**src/rtl/fir_frame_buffer.sv**
```systemverilog
// fir_frame_buffer: ping-pong frame collector between the FIR and FFT stages.
// Packs N samples of W bits into one N*W-bit word under valid/ready.
//
// Ports:
//   clk, rst        clock, async active-high reset
//   in_valid/in_data  FIR sample stream (never stalled)
//   out_valid/out_ready/out_data  frame handshake; slot k at [k*W +: W]
//   overflow        sticky, set when a sample is dropped
//   frame_cnt       frames accepted, wraps
//   wr_bank         bank currently being filled
module fir_frame_buffer #(
  parameter int N      = 16,
  parameter int W      = 16,
  parameter int BITREV = 0,
  parameter int CNT_W  = 8
) (
  input  logic             clk,
  input  logic             rst,
  input  logic             in_valid,
  input  logic [W-1:0]     in_data,
  output logic             out_valid,
  input  logic             out_ready,
  output logic [N*W-1:0]   out_data,
  output logic             overflow,
  output logic [CNT_W-1:0] frame_cnt,
  output logic             wr_bank
);

  localparam int LG = $clog2(N);

  logic [W-1:0]  mem [2][N];
  logic [1:0]    full;
  logic [1:0]    full_n;
  logic          rd_bank;
  logic          rd_n;
  logic [LG-1:0] widx;
  logic [LG-1:0] slot;
  logic          accept;
  logic          wr_free;
  logic          do_wr;
  logic          last;

  function automatic logic [LG-1:0] rev(input logic [LG-1:0] x);
    logic [LG-1:0] r;
    for (int i = 0; i < LG; i++) r[i] = x[LG-1-i];
    return r;
  endfunction

  assign accept = out_valid & out_ready;
  // A bank freed on this edge may be refilled on the same edge.
  assign wr_free = !full[wr_bank] ||
                   (accept && (rd_bank == wr_bank));
  assign do_wr = in_valid & wr_free;
  assign last  = (widx == LG'(N-1));
  assign slot  = (BITREV != 0) ? rev(widx) : widx;
  assign rd_n  = rd_bank ^ accept;

  always_comb begin
    full_n = full;
    if (accept) full_n[rd_bank] = 1'b0;
    if (do_wr && last) full_n[wr_bank] = 1'b1;
  end

  always_ff @(posedge clk or posedge rst) begin
    if (rst) begin
      full      <= '0;
      rd_bank   <= 1'b0;
      wr_bank   <= 1'b0;
      widx      <= '0;
      out_valid <= 1'b0;
      overflow  <= 1'b0;
      frame_cnt <= '0;
    end else begin
      full      <= full_n;
      rd_bank   <= rd_n;
      // Registered copy of full[rd_bank] using next-state values.
      out_valid <= full_n[rd_n];
      if (accept) frame_cnt <= frame_cnt + CNT_W'(1);
      if (do_wr) begin
        widx <= last ? '0 : widx + LG'(1);
        if (last) wr_bank <= ~wr_bank;
      end
      if (in_valid && !wr_free) overflow <= 1'b1;
    end
  end

  always_ff @(posedge clk) begin
    if (do_wr) mem[wr_bank][slot] <= in_data;
  end

  always_comb begin
    out_data = '0;
    if (out_valid) begin
      for (int k = 0; k < N; k++) out_data[k*W +: W] = mem[rd_bank][k];
    end
  end

endmodule

```
**config.mk**
```make
export PLATFORM = sky130hd
export DESIGN_NAME = fir_frame_buffer
export DESIGN_NICKNAME = d
export VERILOG_FILES = /design/src/rtl/fir_frame_buffer.sv
export SDC_FILE = /design/constraint.sdc
export NUM_CORES = 1
export LEC_CHECK = 0
export CORE_MARGIN = 1.5
export CORE_UTILIZATION = 35
export DETAILED_ROUTE_END_ITERATION = 10
export PLACE_DENSITY = 0.67
export SLEW_MARGIN = 30
export SYNTH_ARGS = -nofsm -noshare
export SYNTH_HDL_FRONTEND = slang
export SYNTH_SLANG_ARGS = --single-unit
```
**constraint.sdc**
```tcl
create_clock -name clk -period 3.1 [get_ports clk]
set_input_delay 0.465 -clock clk [delete_from_list [all_inputs] [get_ports clk]]
set_output_delay 0.465 -clock clk [all_outputs]
set_load 0.02 [all_outputs]
```
Word level (Yosys, flattened, before mapping)

Memory sizes are Yosys's and may differ from the RTL's.
Index checks and enable logic that the tools add are counted.
W data, S select, Z words.

RAM bits: 512
Bits of input ports: 20
Logic and storage cells: 53
Flip-flop bits (word level): 18
Output and inout bits: 267
Memories: 1

Bitwise logic cells: 8
Add/sub/neg operators: 2
Order comparisons: 7
Reductions and logical operators: 10
Mux-type cells: 16
Equality and inequality tests: 2

Memories:

| memory | words | width | read ports | clocked after memory_dff | write ports | line | RTL |
|---|---|---|---|---|---|---|---|
| mem    | 2     | 256   | 1          | 0                        | 1           | 31   | `logic [W-1:0] mem [2][N];` |

Operator list:

| operator              | count |
|---|---|
| $mux W256             | 2 |
| $demux W16 S4         | 1 |
| $mux W16              | 1 |
| $add A8 B1 Y8 const B | 1 |
| $mux W1               | 7 |
| $logic_and A1 B1 Y1   | 6 |
| $lt A1 B2 Y1 const B  | 3 |
| $ge A5 B5 Y1 const B  | 1 |
| $lt A5 B1 Y1 const B  | 1 |
| $not A4 Y5            | 1 |
| $add A4 B1 Y4 const B | 1 |
| $eq A4 B4 Y1 const B  | 1 |
| $mux W2               | 2 |
| $mux W4               | 1 |
| $and A1 B1 Y1         | 2 |
| $and A2 B2 Y2         | 1 |
| $demux W1 S1          | 2 |
| $ge A1 B1 Y1 const B  | 2 |
| $logic_not A1 Y1      | 2 |
| $not A2 Y2            | 1 |
| $or A2 B2 Y2          | 1 |
| $reduce_and A2 Y1     | 1 |
| $eq A1 B1 Y1          | 1 |
| $logic_or A1 B1 Y1    | 1 |
| other kinds (2)       | 2 |

Longest topological paths before layout

Word-level depth: 11
Mapped depth: 5
Gate-level depth less buffers: 5

Worst setup path before layout

OpenSTA, ideal clock, no wires.

Path type: register to register
Start: register out_valid
End: memory mem[0][32] (netlist bit), enable pin
Path buffers: 1
Arrival: 2.415 ns
Clock period less this slack: 2.824 ns
Slack: 0.276 ns
Library setup time: 0.409 ns
Data required time: 2.691 ns
Stages on the path, launching flop included: 6
Cells stage by stage: dfrtp_1 > buf_4 > nand3_2 > a32oi_4 > nand3_2 > nor3_1

Word-level cells in the longest chain between the ends: 6

Ends and longest elaborated chain:

| item                            | line | RTL |
|---|---|---|
| start: declaration              | 21   | `output logic out_valid,` |
| start signal: assignment        | 77   | `out_valid <= full_n[rd_n];` |
| $and A1 B1 Y1                   | 49   | `assign accept = out_valid & out_ready;` |
| $logic_and A1 B1 Y1             | 52   | `(accept && (rd_bank == wr_bank));` |
| $logic_or A1 B1 Y1              | 51   | `assign wr_free = !full[wr_bank] \|\|` |
| $and A1 B1 Y1                   | 53   | `assign do_wr = in_valid & wr_free;` |
| $mux W1                         | 88   | `if (do_wr) mem[wr_bank][slot] <= in_data;` |
| $mux W256 (implied by the code) | 88   |  |
| end: declaration                | 31   |  |

No other way between the ends.

Worst setup path in the final report

Start: register rd_bank
End: output out_data[125]

Word-level cells in the longest chain between the ends: 2

Ends and longest elaborated chain:

| item                     | line | RTL |
|---|---|---|
| start: declaration       | 34   | `logic rd_bank;` |
| start signal: assignment | 75   | `rd_bank <= rd_n;` |
| $mem_v2 Z2 W256          | -    |  |
| $mux W256                | 93   | `if (out_valid) begin` |
| end: declaration         | 23   | `output logic [N*W-1:0] out_data,` |

No other way between the ends.

==> results_dict.tcl <==
set metrics [dict create \
    drv_slew 0 \
    wirelength_mm 50.6 \
    cts_sinks 530 \
    synth-warning-count 0 \
    numCtsBuffers 53 \
    dieHeight_um 247 \
    regToRegSetupSlack_ns 0.63 \
    critPathKind "reg -> out" \
    reg2reg_depth 6 \
    worstMarginPinSlew_ns 1.01 \
    syn_inst 1206 \
    r2r-start "out_valid" \
    synth_top_area_share_pct 73.5 \
    yosys.cell_types.count 36 \
    port_buffers 286 \
    power_mw 23.3 \
    firstDrtPassIters 4 \
    synth.ff_latch_count 530 \
    syn_nets 1231 \
    root_buffer "clkbuf_16" \
    clock.fmax_mhz 329 \
    run_status "complete, no violations" \
    synthTopCellsByArea "edfxtp_1 (74%), mux2i_1 (12%), nor2b_1 (7.7%), dfrtp_1 (2.2%), buf_2 (0.74%)" \
    met3_usage_pct 3.04 \
    grtUsageMet2_pct 26.4 \
    htree_levels 2 \
    antenna_found_initial 0 \
    postRouteAntennaNets 0 \
    grt_pass1_wl_mm 72.4 \
    ir_drop_uv 576 \
    globalplace.congestion 0.750 \
    crit_path_max_fanout 55 \
    via_per_inst 4.70 \
    rsz0062_at_grt "no" \
    seq_area_frac_synth_pct 75.7 \
    synth_area_mm2 0.0209 \
    worst_slack_ns 0.0587 \
    grt_pass1_vias 11300 \
    finalNonFillerCells 2358 \
    rr_endpoint "mem[0][175]" \
    whs_ns 0.302 \
    start_util_pct 35.4 \
    busiest_layer "met2" \
    core_area_mm2 0.0590 \
    overflow 0 \
    p_leak_nw 9.63 \
    num-nets-final 1569 \
    die-area_mm2 0.0612 \
    min_path_type "in -> async" \
    post-place-ws_ns 0.238 \
    fin_skew_ns 0.0119 \
    period_needed_ns 3.04 \
    finalSetupViolCount 0 \
    drive_above_1_share_pct 11.3 \
    cts_buffer_depth 3 \
    critPathLaunchType "register" \
    drt-initial-drc-count 583 \
    crit_arrival_ns 2.58 \
    insertion_delay_ns 0.60 \
    placed_cells 2257 \
    clk_pin_slew_ns 0.06 \
    rows 89 \
    endpoint_kind "output pin" \
    grtUsageMet1_pct 22.5 \
    synth_area_leader_cell "edfxtp_1" \
    vias 11100 \
    grt_max_degree 136 \
    drc 0 \
    layout-area-overhead-vs-synth_pct 27.8 \
    timing_hold_violations_final 0 \
    io_pins 287 \
    tns_ns 0 \
    max-slew-margin-rel_pct 32.6 \
    tritoncts "built" \
    die_w_um 247 \
    cap_violations 0 \
    crit_required_ns 2.63 \
    wl_per_cell_um 21.4 \
    grt_usage_pct 16.3 \
    synth_area_per_cell_um2 17.3 \
    num-fill-cells 5117 \
    fin_crit_sh_pct 98.1 \
    p_per_area_mw_per_mm2 871 \
    dp_hpwl_mm 30.8 \
]
## routing by layer
layer | wire length, um | vias up
met2 | 24200 | 334
met1 | 22600 | 5559
met5 | 0 | -
met3 | 2870 | 62
li1 | - | 5126
met4 | 908 | 0
## layout make-up
cell class	instances	area [um2]	area share (%)
sequential	530	15800	59.2
clock inverter	27	213	0.796
multi-input combinational	610	4850	18.1
timing repair buffer	346	3390	12.7
tap	773	967	3.62
clock buffer	67	1460	5.47
inverter	3	11.3	0.0421
antenna	2	5.00	0.0187
## cell usage after synthesis (all sizes together)
cell    instances
a21o            2
a21oi           1
a32o            1
a32oi           1
and2            1
and3            2
buf            33
clkbuf         30
dfrtp          18
edfxtp        512
ha              5
inv             3
mux2            3
mux2i         256
nand2          12
nand2b          1
nand3           7
nand3b          4
nand4           3
nand4b          1
nor2           34
nor2b         257
nor3            4
o21ai           2
o31a            1
o31ai           1
or3             1
or3b            1
xnor2           7
xor2            2
## what timing repair did
action                     in CTS  in global routing
setup buffers                   5                  0
setup endpoints to repair     168                 22
resized for setup               5                 23
hold buffers                    0                  0
## sequential cells by signal (all words and copies together) (netlist names)
| signal | flops |
|---|---|
| wr_bank | 1 |
| full | 2 |
| rd_bank | 1 |
| frame_cnt | 8 |
| mem | 512 |
| out_valid | 1 |
| overflow | 1 |
| slot | 4 |
## power breakdown
| part | total, mW | leakage (nW) | switching (mW) | internal [mW] |
|---|---|---|---|---|
| combinational | 8.54 | 3.98 | 4.61 | 3.92 |
| sequential | 8.62 | 4.83 | 0.268 | 8.35 |
| clock | 6.13 | 0.818 | 2.57 | 3.56 |
## cells by family after synthesis
family | Yosys count | share of synthesized area, %
simple gates | 328 | 9.43
fa+ha+maj | 5 | 0.299
xor+xnor | 9 | 0.377
mux | 259 | 12.4
compound gates | 9 | 0.401
buf+inv | 66 | 1.39
flops | 530 | 75.7
## worst max path at each step
stage	startpoint	endpoint	slack [ns]	depth (start not counted)
after floorplan	out_valid	mem[0][32]	0.28	5
after global placement	out_ready	mem[0][18]	0.27	6
after detailed placement	out_ready	mem[0][169]	0.24	6
after CTS	rd_bank	out_data[88]	-0.0006	5
after global routing	out_valid	out_data[205]	0.0003	3
final	rd_bank	out_data[125]	0.06	4
## metrics by stage
stage	cell area [um2]	utilization (%)
global placement	24900	42.3
detailed placement	24900	42.3
floorplan	20900	-
CTS	26700	45.2
finish	26700	45.3
global route	26700	45.3
## worst max-delay path: stages, from the launching register on
cell and delay [ns]:
dfrtp_4 0.53, buf_16 0.32, mux2i_1 0.15, nor2b_1 0.24
clkdlybuf4s50_1 0.66
## cell usage in the layout (no fill, tap or decap), drive strengths merged, types with 3 or more instances in the layout
| cell | count |
|---|---|
| edfxtp | 512 |
| nor2b | 257 |
| mux2i | 256 |
| clkdlybuf4s50 | 249 |
| buf | 76 |
| clkbuf | 67 |
| nor2 | 34 |
| clkinv | 20 |
| dlymetal6s2s | 19 |
| dfrtp | 18 |
| nand2 | 12 |
| xnor2 | 7 |
| nand3 | 7 |
| ha | 5 |
| nor3 | 4 |
| inv | 4 |
| nand3b | 4 |
| nand4 | 3 |
| bufinv | 3 |
| clkinvlp | 3 |
| mux2 | 3 |
Note: power is estimated with default switching activity, not from simulation.
